`src/rtl/muldiv_unit.sv`:
```
// RISC-V M-extension multiply/divide unit: single-cycle multiplier behind a
// one-state pipeline, and an iterative restoring divider with sign fix-up.
module muldiv_unit #(
    parameter int unsigned XLEN = 32
) (
    input  logic            clk,
    input  logic            rst,
    input  logic            in_valid,
    output logic            in_ready,
    input  logic [2:0]      funct3,
    input  logic [XLEN-1:0] op_a,
    input  logic [XLEN-1:0] op_b,
    input  logic            flush,
    output logic            out_valid,
    input  logic            out_ready,
    output logic [XLEN-1:0] out_result,
    output logic            busy
);

    typedef enum logic [2:0] {IDLE, MUL, DIV, FIX, DONE} state_t;

    localparam int unsigned     CW       = $clog2(XLEN) + 1;
    localparam logic [CW-1:0]   LAST     = CW'(XLEN - 1);
    localparam logic [XLEN-1:0] MOST_NEG = {1'b1, {(XLEN-1){1'b0}}};

    state_t          state_q, state_d;
    logic [1:0]      op_q;
    logic [XLEN-1:0] a_q, b_q, rem_q, result_q;
    logic [CW-1:0]   cnt_q;
    logic            neg_quo_q, neg_rem_q;

    logic            accept, div_signed, a_neg, b_neg, div_zero, div_ovf;
    logic [XLEN-1:0] special_res;

    always_comb begin
        accept      = in_valid && (state_q == IDLE) && !flush;
        div_signed  = !funct3[0];
        a_neg       = div_signed && op_a[XLEN-1];
        b_neg       = div_signed && op_b[XLEN-1];
        div_zero    = (op_b == '0);
        div_ovf     = div_signed && (op_a == MOST_NEG) && (op_b == '1);
        special_res = div_zero ? (funct3[1] ? op_a : '1)
                               : (funct3[1] ? '0   : op_a);
    end

    // Sign-extend to 2*XLEN so the truncated product is exact for all sign mixes
    logic                mul_a_sgn, mul_b_sgn;
    logic [2*XLEN-1:0]   a_ext, b_ext, prod;
    logic [XLEN-1:0]     mul_res;

    always_comb begin
        mul_a_sgn = (op_q == 2'b01) || (op_q == 2'b10);
        mul_b_sgn = (op_q == 2'b01);
        a_ext     = {{XLEN{mul_a_sgn && a_q[XLEN-1]}}, a_q};
        b_ext     = {{XLEN{mul_b_sgn && b_q[XLEN-1]}}, b_q};
        prod      = a_ext * b_ext;
        mul_res   = (op_q == 2'b00) ? prod[XLEN-1:0] : prod[2*XLEN-1:XLEN];
    end

    // a_q holds the dividend bits shifting out and the quotient bits shifting in
    logic [XLEN:0]   rem_shift;
    logic            take;
    logic [XLEN-1:0] rem_step, quo_step, fix_res;

    always_comb begin
        rem_shift = {rem_q, a_q[XLEN-1]};
        take      = (rem_shift >= {1'b0, b_q});
        rem_step  = take ? XLEN'(rem_shift - {1'b0, b_q}) : rem_shift[XLEN-1:0];
        quo_step  = {a_q[XLEN-2:0], take};
        fix_res   = op_q[1] ? (neg_rem_q ? -rem_q : rem_q)
                            : (neg_quo_q ? -a_q  : a_q);
    end

    always_ff @(posedge clk) begin
        if (rst) state_q <= IDLE;
        else     state_q <= state_d;
    end

    always_comb begin
        state_d = state_q;
        case (state_q)
            IDLE: if (accept) begin
                if (!funct3[2])             state_d = MUL;
                else if (div_zero || div_ovf) state_d = DONE;
                else                        state_d = DIV;
            end
            MUL:  state_d = DONE;
            DIV:  if (cnt_q == LAST) state_d = FIX;
            FIX:  state_d = DONE;
            DONE: if (out_ready) state_d = IDLE;
            default: state_d = IDLE;
        endcase
        if (flush) state_d = IDLE;
    end

    always_comb begin
        in_ready   = (state_q == IDLE);
        busy       = (state_q != IDLE);
        out_valid  = (state_q == DONE);
        out_result = result_q;
    end

    always_ff @(posedge clk) begin
        if (rst) begin
            op_q      <= '0;
            a_q       <= '0;
            b_q       <= '0;
            rem_q     <= '0;
            cnt_q     <= '0;
            neg_quo_q <= 1'b0;
            neg_rem_q <= 1'b0;
            result_q  <= '0;
        end else begin
            case (state_q)
                IDLE: if (accept) begin
                    op_q  <= funct3[1:0];
                    cnt_q <= '0;
                    rem_q <= '0;
                    if (funct3[2]) begin
                        a_q       <= a_neg ? -op_a : op_a;
                        b_q       <= b_neg ? -op_b : op_b;
                        neg_quo_q <= a_neg ^ b_neg;
                        neg_rem_q <= a_neg;
                        if (div_zero || div_ovf) result_q <= special_res;
                    end else begin
                        a_q <= op_a;
                        b_q <= op_b;
                    end
                end
                MUL: if (!flush) result_q <= mul_res;
                DIV: begin
                    a_q   <= quo_step;
                    rem_q <= rem_step;
                    cnt_q <= cnt_q + CW'(1);
                end
                FIX: if (!flush) result_q <= fix_res;
                default: ;
            endcase
        end
    end

endmodule

```
`config.mk`:
```
export PLATFORM = sky130hd
export DESIGN_NAME = muldiv_unit
export DESIGN_NICKNAME = d
export VERILOG_FILES = /design/src/rtl/muldiv_unit.sv
export SDC_FILE = /design/constraint.sdc
export NUM_CORES = 2
export LEC_CHECK = 0
export CAP_MARGIN = 15
export CORE_ASPECT_RATIO = 0.5
export CORE_MARGIN = 1
export CORE_UTILIZATION = 40
export CTS_CLUSTER_SIZE = 40
export DETAILED_ROUTE_END_ITERATION = 12
export GPL_ROUTABILITY_DRIVEN = 0
export SLEW_MARGIN = 10
export SYNTH_ARGS = -nofsm -noshare
export SYNTH_HDL_FRONTEND = slang
export SYNTH_SLANG_ARGS = --single-unit
```
`constraint.sdc`:
```
create_clock -name clk -period 9.52 [get_ports clk]
set_clock_uncertainty 0.15 [all_clocks]
set_input_delay 2.856 -clock clk [delete_from_list [all_inputs] [get_ports clk]]
set_output_delay 2.856 -clock clk [all_outputs]
set_load 0.01 [all_outputs]
```
==> impl_metrics.json <==
{
  "track_usage_pct": 27.3,
  "synth_commonest_cells": "inv_1 (1249), fa_1 (1126), nand2_1 (978), clkbuf_1 (311), ha_1 (253)",
  "grt_max_degree": 67,
  "layout-drive-gt1-share_pct": 4.20,
  "finalMaxSlewViolations": 0,
  "layout.nets": 7155,
  "synth_ff_type": "dfxtp_1",
  "ys_warn_count": 0,
  "cts_root_buffer": "clkbuf_16",
  "cp-end-kind": "register",
  "seq_area_frac_synth_pct": 5.75,
  "cts_tree": "yes",
  "grt-ovfl-total": 0,
  "die_w_um": 498,
  "fin_tns_setup_ns": 0,
  "wl_mm": 168,
  "synth_top_area_share_pct": 45.9,
  "async_reset_ff_share_pct": 0,
  "synthToLayoutAreaGrowth_pct": 7.19,
  "rsz0062_at_grt": "false",
  "ant_nets": 0,
  "synth_cell_type_count": 89,
  "fin_cells": 7329,
  "syn_avg_cell_area_um2": 8.49,
  "postCtsSetupBuffers": 0,
  "h-tree-depth": 4,
  "yosys-top-cells-area": "fa_1 (46%), inv_1 (9.5%), nand2_1 (7.5%), ha_1 (6.4%), dfxtp_1 (5.7%)",
  "peakVddDrop_uv": 146,
  "ys_seq_elements": 141,
  "finalHoldViolations": 0,
  "clock_sinks": 141,
  "first_global_vias": 42100,
  "dp.cells": 7294,
  "vias_per_cell": 5.55,
  "start_kind": "register",
  "initial_core_util_pct": 40.5,
  "antenna_found_initial": 7,
  "hold_class": "reg -> reg",
  "cp_max_fo": 18,
  "clk_pin_slew_ns": 0.07,
  "dp.final_hpwl_mm": 138,
  "slew_headroom_pct": 17.9,
  "leakage_nw": 23.9,
  "clock_latency_ns": 0.47,
  "cap_violations": 0,
  "route.detailed.drc": 0,
  "syn_inst": 5788,
  "numCtsBuffers": 17,
  "post_drt_wl_per_cell_um": 22.9,
  "critical_path_class": "reg -> reg",
  "finalCritPeriodShare_pct": 97.9,
  "die_area_um2": 124000,
  "io_buffers": 106,
  "synth-edff-count": 0,
  "finalSetupViolCount": 0,
  "layout_min_cycle_time_ns": 9.32,
  "row_count": 90,
  "status": "completed",
  "ioPinCount": 107,
  "syn-num-nets": 7239,
  "clockBufferDepth": 2,
  "worstPathRequired_ns": 9.70,
  "critical_path_arrival_ns": 9.49,
  "num_vias": 40700,
  "yosysTopAreaCell": "fa_1",
  "grt_pass1_wl_mm": 258,
  "powerDensity_nw_per_um2": 63.8,
  "netlist_area_um2": 49100,
  "synth.most_common_cell": "inv_1",
  "core_area_um2": 121000,
  "first_iter_violations": 4077,
  "maxClockFrequency_mhz": 107,
  "first_pass_iters": 8,
  "dieHeight_um": 250,
  "worst_pin_slew_ns": 1.23
}
[power breakdown]
part / switching (W) / internal (W) / leakage, nW
sequential: 0.000100 / 0.000611 / 1.15
combinational: 0.00128 / 0.000643 / 22.5
clock: 0.000316 / 0.000404 / 0.285
[cell type report]
class	instances	area, um^2
Clock inverter	11	133
Fill cell	12000	68500
Inverter	1249	4690
Timing Repair Buffer	266	2300
Antenna cell	2	5.00
Tap cell	1610	2010
Clock buffer	21	460
Sequential cell	141	2830
Multi-Input combinational cell	4029	40200
[timing repair]
item	in CTS	in global routing
hold buffers	0	0
gates resized for setup	0	2
endpoints found under the setup margin	0	2
[stage by stage]
stage                     hold slack (ns)  total power (W)  util (%)  area [um^2]  worst slack, ns
after floorplan                     0.304          0.00183         -        49100            0.274
after global placement              0.314          0.00257      43.0        52000            0.440
after detailed placement            0.337          0.00259      43.0        52000            0.449
after CTS                           0.346          0.00331      43.4        52600            0.408
after global routing                0.368          0.00353      43.5        52700           0.0302
final                               0.349          0.00336      43.5        52700            0.200
[cells in the final DEF, fill, tap and decap left out, drive strengths merged, types with 105 or more instances in the layout]
cell type      instances
ha                   253
o21ai                192
buf                  161
nor2                 210
inv                 1253
nand2                978
fa                  1126
and2                 238
xnor2                118
dfxtp                141
a21oi                180
clkdlybuf4s50        105
[logic make-up (layout without fill, tap and decap cells)]
logic type	count (synthesis)	in the layout	share of synthesized area, %
multiplexers	30	30	0.616
XOR/XNOR	209	209	3.73
AND/OR/NAND/NOR	1695	1695	15.5
buffers and inverters	1618	1547	12.4
adder cells (fa/ha/maj)	1404	1404	52.8
flip-flops	141	141	5.75
AO/OA/AOI/OAI	691	691	9.11
other	0	2	0
[flip-flops by register name (all words and copies together) (netlist names)]
name	cells
a_q	32
b_q	32
cnt_q	6
neg_quo_q	1
neg_rem_q	1
op_q	2
out_result	32
rem_q	32
state_q	3
[metal layers]
layer | vias up | GRT usage (%) | wire length, um
li1 | 17300 | - | -
met2 | 2069 | 42.8 | 75300
met1 | 20900 | 37.3 | 68400
met4 | 4 | 9.77 | 7080
met3 | 390 | 5.84 | 17100
met5 | - | 0 | 25
[worst paths after layout]
kind	from	end	slack [ns]	depth (start not counted)
max	b_q[3]	out_result[13]	0.20	23
max reg2reg	b_q[3]	out_result[13]	0.20	23
min reg2reg	op_q[0]	op_q[0]	0.35	2
min	op_q[0]	op_q[0]	0.35	2
[critical path, stage by stage, from the launching register on]
cell	delay, ns
dfxtp_1	1.01
buf_4	0.30
buf_4	0.22
nand2_1	0.16
fa_1	0.54
fa_1	0.50
fa_1	0.50
inv_1	0.06
fa_1	0.49
ha_1	0.20
ha_1	0.29
fa_1	0.57
fa_1	0.44
ha_1	0.34
nand2_1	0.12
or4b_1	0.46
o21ai_0	0.42
a21oi_1	0.26
o31ai_4	0.70
o21ai_0	0.38
a21oi_1	0.26
xor2_1	0.47
o31a_1	0.23
o41ai_1	0.07
(Power assumes the default switching activity.)
